File: config.mk
export PLATFORM = sky130hd
export DESIGN_NAME = q_action_selector
export DESIGN_NICKNAME = d
export VERILOG_FILES = /design/src/rtl/q_action_selector.sv
export SDC_FILE = /design/constraint.sdc
export NUM_CORES = 1
export LEC_CHECK = 0
export BUFFER_PORTS_ARGS = -buffer_cell sky130_fd_sc_hd__buf_4
export CELL_PAD_IN_SITES_DETAIL_PLACEMENT = 0
export CELL_PAD_IN_SITES_GLOBAL_PLACEMENT = 2
export CORE_ASPECT_RATIO = 0.75
export CORE_MARGIN = 1.5
export CORE_UTILIZATION = 26
export DETAILED_ROUTE_END_ITERATION = 10
export GPL_ROUTABILITY_DRIVEN = 0
export PLACE_DENSITY = 0.57
export SLEW_MARGIN = 25
export SYNTH_ARGS = -nofsm -noshare
export SYNTH_HDL_FRONTEND = slang
export SYNTH_SLANG_ARGS = --single-unit
File: constraint.sdc
create_clock -name i_clk -period 2.87 [get_ports i_clk]
set_input_delay 0.1435 -clock i_clk [delete_from_list [all_inputs] [get_ports i_clk]]
set_output_delay 0.1435 -clock i_clk [all_outputs]
set_load 0.05 [all_outputs]
File: src/rtl/q_action_selector.sv
// Epsilon-greedy action selector: scans the four Q-values of the requested state,
// keeps the signed maximum, and optionally swaps it for an LFSR-chosen action.
module q_action_selector #(
    parameter int          Q_WIDTH     = 16,
    parameter int          STATE_WIDTH = 6,
    parameter int          EPS_WIDTH   = 8,
    parameter logic [15:0] LFSR_SEED   = 16'hACE1
) (
    input  logic                          i_clk,
    input  logic                          i_rst,
    input  logic                          i_en,
    input  logic [STATE_WIDTH-1:0]        i_current_state,
    input  logic [EPS_WIDTH-1:0]          i_epsilon,
    output logic                          o_q_rd_en,
    output logic [STATE_WIDTH+1:0]        o_q_rd_addr,
    input  logic signed [Q_WIDTH-1:0]     i_q_rd_data,
    output logic [3:0]                    o_next_action,
    output logic                          o_action_valid,
    output logic                          o_explored,
    output logic                          o_busy
);

    localparam logic [15:0] LFSR_INIT = (LFSR_SEED == 16'h0000) ? 16'h0001 : LFSR_SEED;

    typedef enum logic [1:0] {S_IDLE, S_READ, S_DRAIN, S_DECIDE} state_t;

    state_t                     r_state, w_next;
    logic [15:0]                r_lfsr;
    logic [STATE_WIDTH-1:0]     r_state_l;
    logic [EPS_WIDTH-1:0]       r_eps_l;
    logic [EPS_WIDTH-1:0]       r_rand;
    logic [1:0]                 r_ridx;
    logic [1:0]                 r_k;
    logic                       r_rd_en;
    logic [STATE_WIDTH+1:0]     r_addr;
    logic                       r_rd_vld;
    logic [1:0]                 r_rd_idx;
    logic signed [Q_WIDTH-1:0]  r_max;
    logic [1:0]                 r_greedy;
    logic [3:0]                 r_action;
    logic                       r_valid;
    logic                       r_explored;
    logic                       r_busy;
    logic                       w_explore;
    logic [1:0]                 w_pick;

    always_ff @(posedge i_clk or posedge i_rst) begin
        if (i_rst) r_state <= S_IDLE;
        else       r_state <= w_next;
    end

    always_comb begin
        w_next = r_state;
        case (r_state)
            S_IDLE:   if (i_en) w_next = S_READ;
            S_READ:   if (r_k == 2'd3) w_next = S_DRAIN;
            S_DRAIN:  w_next = S_DECIDE;
            S_DECIDE: w_next = S_IDLE;
            default:  w_next = S_IDLE;
        endcase
    end

    // Right-shifting Galois form of x^16+x^14+x^13+x^11+1.
    always_ff @(posedge i_clk or posedge i_rst) begin
        if (i_rst) r_lfsr <= LFSR_INIT;
        else       r_lfsr <= {1'b0, r_lfsr[15:1]} ^ (r_lfsr[0] ? 16'hB400 : 16'h0000);
    end

    assign w_explore = (r_rand < r_eps_l);
    assign w_pick    = w_explore ? r_ridx : r_greedy;

    always_ff @(posedge i_clk or posedge i_rst) begin
        if (i_rst) begin
            r_state_l  <= '0;
            r_eps_l    <= '0;
            r_rand     <= '0;
            r_ridx     <= '0;
            r_k        <= '0;
            r_rd_en    <= 1'b0;
            r_addr     <= '0;
            r_rd_vld   <= 1'b0;
            r_rd_idx   <= '0;
            r_max      <= '0;
            r_greedy   <= '0;
            r_action   <= '0;
            r_valid    <= 1'b0;
            r_explored <= 1'b0;
            r_busy     <= 1'b0;
        end else begin
            r_valid  <= 1'b0;
            // Read data trails the strobe by one cycle; track which index it belongs to.
            r_rd_vld <= r_rd_en;
            r_rd_idx <= r_addr[1:0];
            if (r_rd_vld && (r_rd_idx == 2'd0 || i_q_rd_data > r_max)) begin
                r_max    <= i_q_rd_data;
                r_greedy <= r_rd_idx;
            end
            case (r_state)
                S_IDLE: begin
                    if (i_en) begin
                        r_state_l <= i_current_state;
                        r_eps_l   <= i_epsilon;
                        r_busy    <= 1'b1;
                        r_rd_en   <= 1'b1;
                        r_addr    <= {i_current_state, 2'd0};
                        r_k       <= 2'd0;
                    end
                end
                S_READ: begin
                    if (r_k == 2'd3) begin
                        r_rd_en <= 1'b0;
                    end else begin
                        r_k    <= r_k + 2'd1;
                        r_addr <= {r_state_l, r_k + 2'd1};
                    end
                end
                S_DRAIN: begin
                    r_rand <= r_lfsr[EPS_WIDTH-1:0];
                    r_ridx <= r_lfsr[9:8];
                end
                S_DECIDE: begin
                    r_action   <= 4'b0001 << w_pick;
                    r_explored <= w_explore;
                    r_valid    <= 1'b1;
                    r_busy     <= 1'b0;
                end
                default: ;
            endcase
        end
    end

    assign o_q_rd_en      = r_rd_en;
    assign o_q_rd_addr    = r_addr;
    assign o_next_action  = r_action;
    assign o_action_valid = r_valid;
    assign o_explored     = r_explored;
    assign o_busy         = r_busy;

endmodule

### Word level (Yosys, flattened, before mapping)

Index checks and enable logic that the tools add are counted.

* register bits: 81
* bits in latches: 0
* memory bits (writable): 0
* bits in read-only memories: 0
* bits of input ports: 33
* output and inout port bits: 16
* word-level logic and storage cells: 56
* memories: 0

* $add $sub $neg: 1
* multipliers: 0
* div/mod/pow operators: 0
* magnitude comparators: 2
* equal/unequal tests: 7
* shifts and indexed selects: 1
* muxes and demuxes: 16
* bitwise gates (word level): 1
* reductions and logical operators: 11

Operator list (number)
* greater-than comparator 16 bit: 1
* two-way mux 16 bit: 1
* two-way mux 8 bit: 2
* one-hot mux 8 bit (2 select lines): 1
* XOR 15 x 16 -> 16 bit: 1
* two-way mux 2 bit: 5
* less-than comparator 8 bit: 1
* one-hot mux 2 bit (4 select lines): 1
* == test 2 bit, second input constant: 3
* inequality test 2 bit, second input constant: 3
* AND reduction 2 bit: 3
* AND reduction 3 bit: 2
* zero test 2 bit: 2
* one-hot mux 1 bit (2 select lines): 2
* one-hot mux 2 bit (2 select lines): 1
* nonzero test 2 bit: 2
* << shifter 1 x 2 -> 4 bit, first input constant: 1
* two-way mux 1 bit: 3
* adder 2 x 1 -> 2 bit, second input constant: 1
* == test 2 x 1 -> 1 bit, second input constant: 1
* logical AND 1 bit: 1
* logical OR 1 bit: 1

### Longest topological paths before layout

Gate-level depths: netlist of run 1.

* depth in word-level cells: 3
* mapped depth: 9
* gate-level depth less buffers: 8

### Worst setup path before layout of run 1

Ideal clock, no wire load.

* path type: reg2reg
* start point: register r_max[7]
* end point: register r_max[1]
* arrival time: 2.173 ns
* data required time: 2.745 ns
* path slack: 0.572 ns
* cell stages (with the launch flop): 10
* path through: dfrtp_1 -> inv_1 -> ha_1 -> nand4_1 -> or3_4 -> o21ai_2 -> o22ai_2 -> a21oi_4 -> buf_12 -> mux2_4

* word-level cells in the longest chain between the ends: 3

Ends and longest elaborated chain
* from (decl): line 38 `logic signed [Q_WIDTH-1:0] r_max;`
* from (signal assigned): line 95 `r_max <= i_q_rd_data;`
* greater-than comparator 16 bit: line 94 `if (r_rd_vld && (r_rd_idx == 2'd0 || i_q_rd_data > r_max)) begin`
* logical OR 1 bit: line 94
* logical AND 1 bit: line 94

Every way passes these cells.
A chain may end at the register's enable or synchronous reset.

### Worst setup path after layout of run 1

* start point: register r_max[7]
* end point: register r_max[3]

The elaborated chain is that of the path after synthesis.

==> results of run 1 <==
power by group:
part / leakage, µW / internal [µW] / switching [µW]
clock network: 0.000133 / 594 / 474
registers: 0.000965 / 1420 / 191
logic: 0.00114 / 707 / 1030
total: 0.00224 / 2720 / 1690
synth_stat cells, drive strengths merged:
cell	count
nor3	2
nand2b	4
o22ai	3
a21o	6
a21boi	2
dfstp	8
nand3	3
inv	34
a41oi	1
a211oi	1
xor2	3
nor2b	2
and2	1
a221oi	1
o211ai	4
dfrtp	71
nand2	27
clkbuf	4
and4	1
nor2	6
a22o	2
o31ai	1
mux2	39
o41ai	1
a2111o	1
buf	2
o21ai	19
a21oi	8
nand4	6
o21bai	1
a31oi	1
or3	2
ha	29
mux2i	8
path summary, 6_finish.rpt:
| check | endpoint | from | cells after the start | slack, ns |
|---|---|---|---|---|
| setup / recovery | r_max[3]$_DFFE_PP0P_ | r_max[7]$_DFFE_PP0P_ | 9 | 0.29 |
| hold / removal | r_eps_l[0]$_DFFE_PP0P_ | i_epsilon[0] | 2 | 0.04 |
| setup reg to reg | r_max[3]$_DFFE_PP0P_ | r_max[7]$_DFFE_PP0P_ | 9 | 0.29 |
| hold reg to reg | r_lfsr[11]$_DFF_PP1_ | r_lfsr[12]$_DFF_PP0_ | 0 | 0.36 |
| max in group asynchronous | r_lfsr[5]$_DFF_PP1_ | i_rst | 4 | 1.65 |
| min in group asynchronous | r_max[6]$_DFFE_PP0P_ | i_rst | 3 | 0.51 |
final cells by class:
cell class / count / area, µm² / area share
Clock inverter: 7 / 55.1 / 0.0120
Multi-Input combinational cell: 185 / 1550 / 0.339
Clock buffer: 9 / 225 / 0.0492
Inverter: 34 / 129 / 0.0281
Sequential cell: 79 / 1990 / 0.434
Tap cell: 175 / 219 / 0.0478
Timing Repair Buffer: 53 / 413 / 0.0901
sequential cells by signal, indices dropped and copies added, names as in the netlist:
register	flops
r_rd_vld	1
r_max	16
r_state	2
r_ridx	2
r_rand	8
r_greedy	2
o_action_valid	1
o_q_rd_addr	7
o_q_rd_en	1
o_explored	1
r_rd_idx	2
r_k	1
o_next_action	4
r_lfsr	16
r_eps_l	8
r_state_l	6
o_busy	1
metal layers:
layer | vias up | global-route usage | routed length, µm
met3 | 8 | 0.0387 | 366
met5 | - | 0 | 0
met4 | 0 | 0.0357 | 102
met1 | 1110 | 0.153 | 3890
li1 | 1175 | - | -
met2 | 36 | 0.150 | 2870
logic make-up (layout without fill, tap and decap cells):
kind of cell	Yosys count	count (layout)	synth area share
fa+ha+maj	29	29	0.0979
simple gates	54	54	0.0692
compound gates	52	52	0.0959
flops	79	79	0.536
mux	47	47	0.149
xor+xnor	3	3	0.00709
buf+inv	40	103	0.0449
worst max-delay path, stage by stage (launching register included):
cell     delay [ns]
dfrtp_1        0.35
inv_1          0.05
ha_1           0.31
nand4_1        0.16
or3_4          0.44
o21ai_2        0.15
o22ai_2        0.15
a21oi_4        0.29
buf_4          0.25
mux2_4         0.31
through the flow:
stage / setup slack, ns / util / area, µm² / power, µW / cells
finish: 0.286 / 0.331 / 4580 / 4410 / 542
global placement: 0.308 / 0.310 / 4290 / 3370 / 525
floorplan: 0.572 / - / 3710 / 2900 / 304
global route: 0.101 / 0.331 / 4580 / 4730 / 542
detailed placement: 0.290 / 0.310 / 4290 / 3390 / 525
CTS: 0.260 / 0.331 / 4580 / 4500 / 542
timing repair:
item                       in CTS  in global routing
hold buffers                    1                  0
setup endpoints to repair       0                  0
setup buffers                   0                  0
hold endpoints to repair       30                  0
==> metrics.md, run 1 <==
| Metric | Value |
|---|---|
| Status | `finished, final reports clean` |
| Largest net degree at the start of global routing | `45` |
| Part of the Yosys area used for sequential elements | `0.536` |
| Global-route wire length before repair | `12400 µm` |
| Final Hold Fails | `0` |
| Core Region | `13800 µm²` |
| Finish-stage setup viols | `0` |
| Syn nets | `366` |
| # clock sinks | `79` |
| Cell taking the most area after synthesis | `dfrtp_1` |
| Share of Yosys cell area claimed by the top area cell type | `0.479` |
| First DRT Iteration DRCs | `107` |
| Worst clock skew | `0.00514 ns` |
| Clock edge transition at the registers on the reported setup and hold paths | `0.06 ns` |
| H-tree depth | `3` |
| Largest cells by area after synthesis | `dfrtp_1 48%, ha_1 9.8%, mux2_2 9.1%, dfstp_2 5.7%, mux2_4 3.6%` |
| Vias | `2329` |
| Leading cell types in the layout, fill and taps excluded | `71 x dfrtp_1, 51 x buf_4, 33 x inv_1` |
| Flop and latch count out of synthesis | `79` |
| Max Clock Freq | `387 MHz` |
| Most common cell after layout, fill and taps aside | `dfrtp_1` |
| Worst EP arrival | `2.80 ns` |
| Peak supply drop | `0.000457 V` |
| Post-cts sizing count | `0` |
| Die area | `15000 µm²` |
| CTS max path bufs | `2` |
| Vias in the first global route | `2416` |
| Diode count | `0` |
| Antenna Violating Nets Remaining | `0` |
| Routed WL | `7230 µm` |
| Avg Cell Area, Syn | `12.2 µm²` |
| Synth unique cells | `40` |
| Leak pwr | `0.00224 µW` |
| Worst Setup Start Kind | `register` |
| Global-route usage over all layers | `0.108` |
| DIE HEIGHT | `106 µm` |
| Worst slew margin relative to its limit | `0.457` |
| Drt drc | `0` |
| Final Max Slew Viols | `0` |
| Share of layout cells above drive strength 1 | `0.330` |
| YS warnings | `0` |
| HPWL after DPL | `5240 µm` |
| Port bufs | `48` |
| Avg Vias per Cell | `4.30` |
| Fin crit period | `2.58 ns` |
| Synth Cell Area | `3710 µm²` |
| Antenna violations before repair | `0` |
| Final Cycle Share | `0.900` |
| # fillers | `1372` |
| Skew-Pair Late Insertion Delay | `0.33 ns` |
| Unrepaired setup endpoints after global routing | `no` |
| Critical path capture point type | `register` |
| Num CTS Buffers | `9` |
| Post-Syn Instances | `304` |
| Power per Cell Area | `963 nW/µm²` |
| Post-layout nets | `424` |
| Area Overhead vs Synth | `23.6%` |
| Chip width | `141 µm` |
| CTS root buffer | `clkbuf_16` |
| Worst Hold Class | `input port to register` |
| Setup TNS | `0 ns` |
| Initial core utilization | `0.268` |
| Global route total overflow | `0` |
| TritonCTS clock tree | `built` |
| CP required | `3.09 ns` |
| Boundary pin count | `49` |
| Row count | `37` |
| Worst Path Max Fanout | `7` |
| First-pass DRT Iterations | `4` |
| Worst Hold Slack | `0.0386 ns` |
| Worst slew pin tran | `0.814 ns` |
| Crit path kind | `register to register` |
| Number of max-cap violations | `0` |
| Routed WL per cell | `13.3 µm` |
(Power assumes the default switching activity.)
==> run 2: changes to the inputs <==
--- a/config.mk
+++ b/config.mk
@@ -13,7 +13,8 @@
 export CORE_UTILIZATION = 26
 export DETAILED_ROUTE_END_ITERATION = 10
 export GPL_ROUTABILITY_DRIVEN = 0
-export PLACE_DENSITY = 0.57
+export GPL_TIMING_DRIVEN = 0
+export PLACE_DENSITY = 0.62
 export SLEW_MARGIN = 25
 export SYNTH_ARGS = -nofsm -noshare
 export SYNTH_HDL_FRONTEND = slang
==> metrics.md, run 2 (synthesis results as in run 1) <==
| Metric | Value |
|---|---|
| Status | `finished, final reports clean` |
| Worst Path Max Fanout | `10` |
| Post-layout nets | `427` |
| CP required | `3.08 ns` |
| Worst clock skew | `0.00801 ns` |
| Routed WL per cell | `13.1 µm` |
| Antenna Violating Nets Remaining | `0` |
| Worst reg2reg startpoint | `r_max[7]$_DFFE_PP0P_` |
| Peak supply drop | `0.000537 V` |
| Hold_sp | `i_epsilon[6]` |
| Final Max Slew Viols | `0` |
| Comb power frac | `0.373` |
| Skew-Pair Late Insertion Delay | `0.33 ns` |
| Power per Cell Area | `1010 nW/µm²` |
| Worst slew margin relative to its limit | `0.581` |
| Antenna violations before repair | `0` |
| TritonCTS clock tree | `built` |
| Crit path kind | `register to register` |
| Post-cts sizing count | `0` |
| Endpoint of the lowest-slack register-to-register path | `r_max[9]$_DFFE_PP0P_` |
| Max Clock Freq | `391 MHz` |
| First DRT Iteration DRCs | `148` |
| DIE HEIGHT | `106 µm` |
| Unrepaired setup endpoints after global routing | `no` |
| Hold Crit Depth | `2` |
| Avg Vias per Cell | `4.33` |
| Share of layout cells above drive strength 1 | `0.322` |
| Row count | `37` |
| CTS root buffer | `clkbuf_16` |
| Largest regs | `r_lfsr: 16 flops, r_max: 16 flops` |
| Vias | `2358` |
| Hold Path Sink | `r_eps_l[6]$_DFFE_PP0P_` |
| HPWL after DPL | `5060 µm` |
| Drt drc | `0` |
| Final Hold Fails | `0` |
| Worst Hold Class | `input port to register` |
| Clk pwr share | `0.286` |
| Setup bufs post-CTS | `0` |
| Finish-stage setup viols | `0` |
| Worst EP arrival | `2.77 ns` |
| Num CTS Buffers | `9` |
| Global route total overflow | `0` |
| Diode count | `0` |
| Leading cell types in the layout, fill and taps excluded | `71 x dfrtp_1, 48 x buf_4, 33 x inv_1` |
| H-tree depth | `3` |
| Vias in the first global route | `2517` |
| Internal power | `3030 µW` |
| Register-to-Register Path Depth | `9` |
| # clock sinks | `79` |
| Final Cycle Share | `0.892` |
| Clock edge transition at the registers on the reported setup and hold paths | `0.06 ns` |
| Seq pwr share | `0.341` |
| Net Sw Frac | `0.356` |
| Chip width | `141 µm` |
| Worst Setup Start Kind | `register` |
| P_sw | `1670 µW` |
| First-pass DRT Iterations | `5` |
| Number of max-cap violations | `0` |
| Worst slew pin tran | `0.628 ns` |
| Place WS | `0.297 ns` |
| Routed WL | `7140 µm` |
| Boundary pin count | `49` |
| Core Region | `13800 µm²` |
| Largest net degree at the start of global routing | `43` |
| Critical path capture point type | `register` |
| CTS max path bufs | `2` |
| Global-route wire length before repair | `12400 µm` |
| Most common cell after layout, fill and taps aside | `dfrtp_1` |
| Fin crit period | `2.56 ns` |
| Final instance area | `4680 µm²` |
| DP Area | `4310 µm²` |
| Final Util | `0.338` |
| Area Overhead vs Synth | `26.1%` |
| Fin worst setup slack | `0.310 ns` |
| Port bufs | `48` |
| Initial core utilization | `0.268` |
| R2R Setup Slk | `0.31 ns` |
| Die area | `15000 µm²` |
| Leak pwr | `0.00228 µW` |
| Post-CTS Hold Fix Bufs | `1` |
| Global-route usage over all layers | `0.106` |
==> run 2: layout make-up <==
type	count	area, µm²
Fill cell	1368	9170
Sequential cell	79	1990
Multi-Input combinational cell	185	1550
Timing Repair Buffer	50	390
Clock buffer	11	253
Tap cell	175	219
Inverter	34	130
Clock inverter	5	104
Buffer	6	38.8
==> run 2: worst max-delay path: stages, from the launching register on <==
cell	delay, ns
dfrtp_1	0.34
inv_1	0.04
ha_1	0.31
nand4_1	0.17
or3_4	0.44
o21ai_2	0.15
o22ai_2	0.16
a21oi_4	0.32
buf_12	0.19
mux2_4	0.31
==> run 2: how the worst max path moves through the flow <==
stage / start / to / slack (ns) / cells past startpoint
final: r_max[7]$_DFFE_PP0P_ / r_max[9]$_DFFE_PP0P_ / 0.31 / 9
after floorplan: r_max[7]$_DFFE_PP0P_ / r_max[1]$_DFFE_PP0P_ / 0.57 / 9
after global placement: i_rst / o_q_rd_addr[2]$_DFFE_PP0P_ / -0.41 / 2
after global routing: r_max[7]$_DFFE_PP0P_ / r_max[9]$_DFFE_PP0P_ / 0.16 / 9
after detailed placement: r_max[7]$_DFFE_PP0P_ / r_max[9]$_DFFE_PP0P_ / 0.30 / 9
after CTS: r_max[7]$_DFFE_PP0P_ / r_max[9]$_DFFE_PP0P_ / 0.28 / 9
==> run 2: power by group through the flow <==
stage / combinational (µW) / clock (µW) / sequential, µW
after CTS: 1790 / 1390 / 1600
after detailed placement: 1780 / 0 / 1620
final: 1750 / 1350 / 1600
after global placement: 1770 / 0 / 1610
after global routing: 1970 / 1430 / 1640
after floorplan: 995 / 0 / 1910
==> run 2: per-stage QoR <==
step | hold slack, ns | total power, µW | setup TNS, ns | cells
2_1_floorplan | 0.292 | 2900 | 0 | 304
3_3_place_gp | 0.338 | 3380 | -28.54 | 527
3_5_place_dp | 0.241 | 3400 | 0 | 528
4_1_cts | 0.0280 | 4780 | 0 | 545
5_1_grt | 0.0379 | 5050 | 0 | 545
6_report | 0.0408 | 4700 | 0 | 545
==> run 2: layer usage <==
metal | track usage | routed length (µm) | up-vias
met3 | 0.0360 | 353 | 6
li1 | - | - | 1187
met4 | 0.0402 | 89 | 0
met5 | 0 | 0 | -
met2 | 0.152 | 2830 | 46
met1 | 0.148 | 3870 | 1119
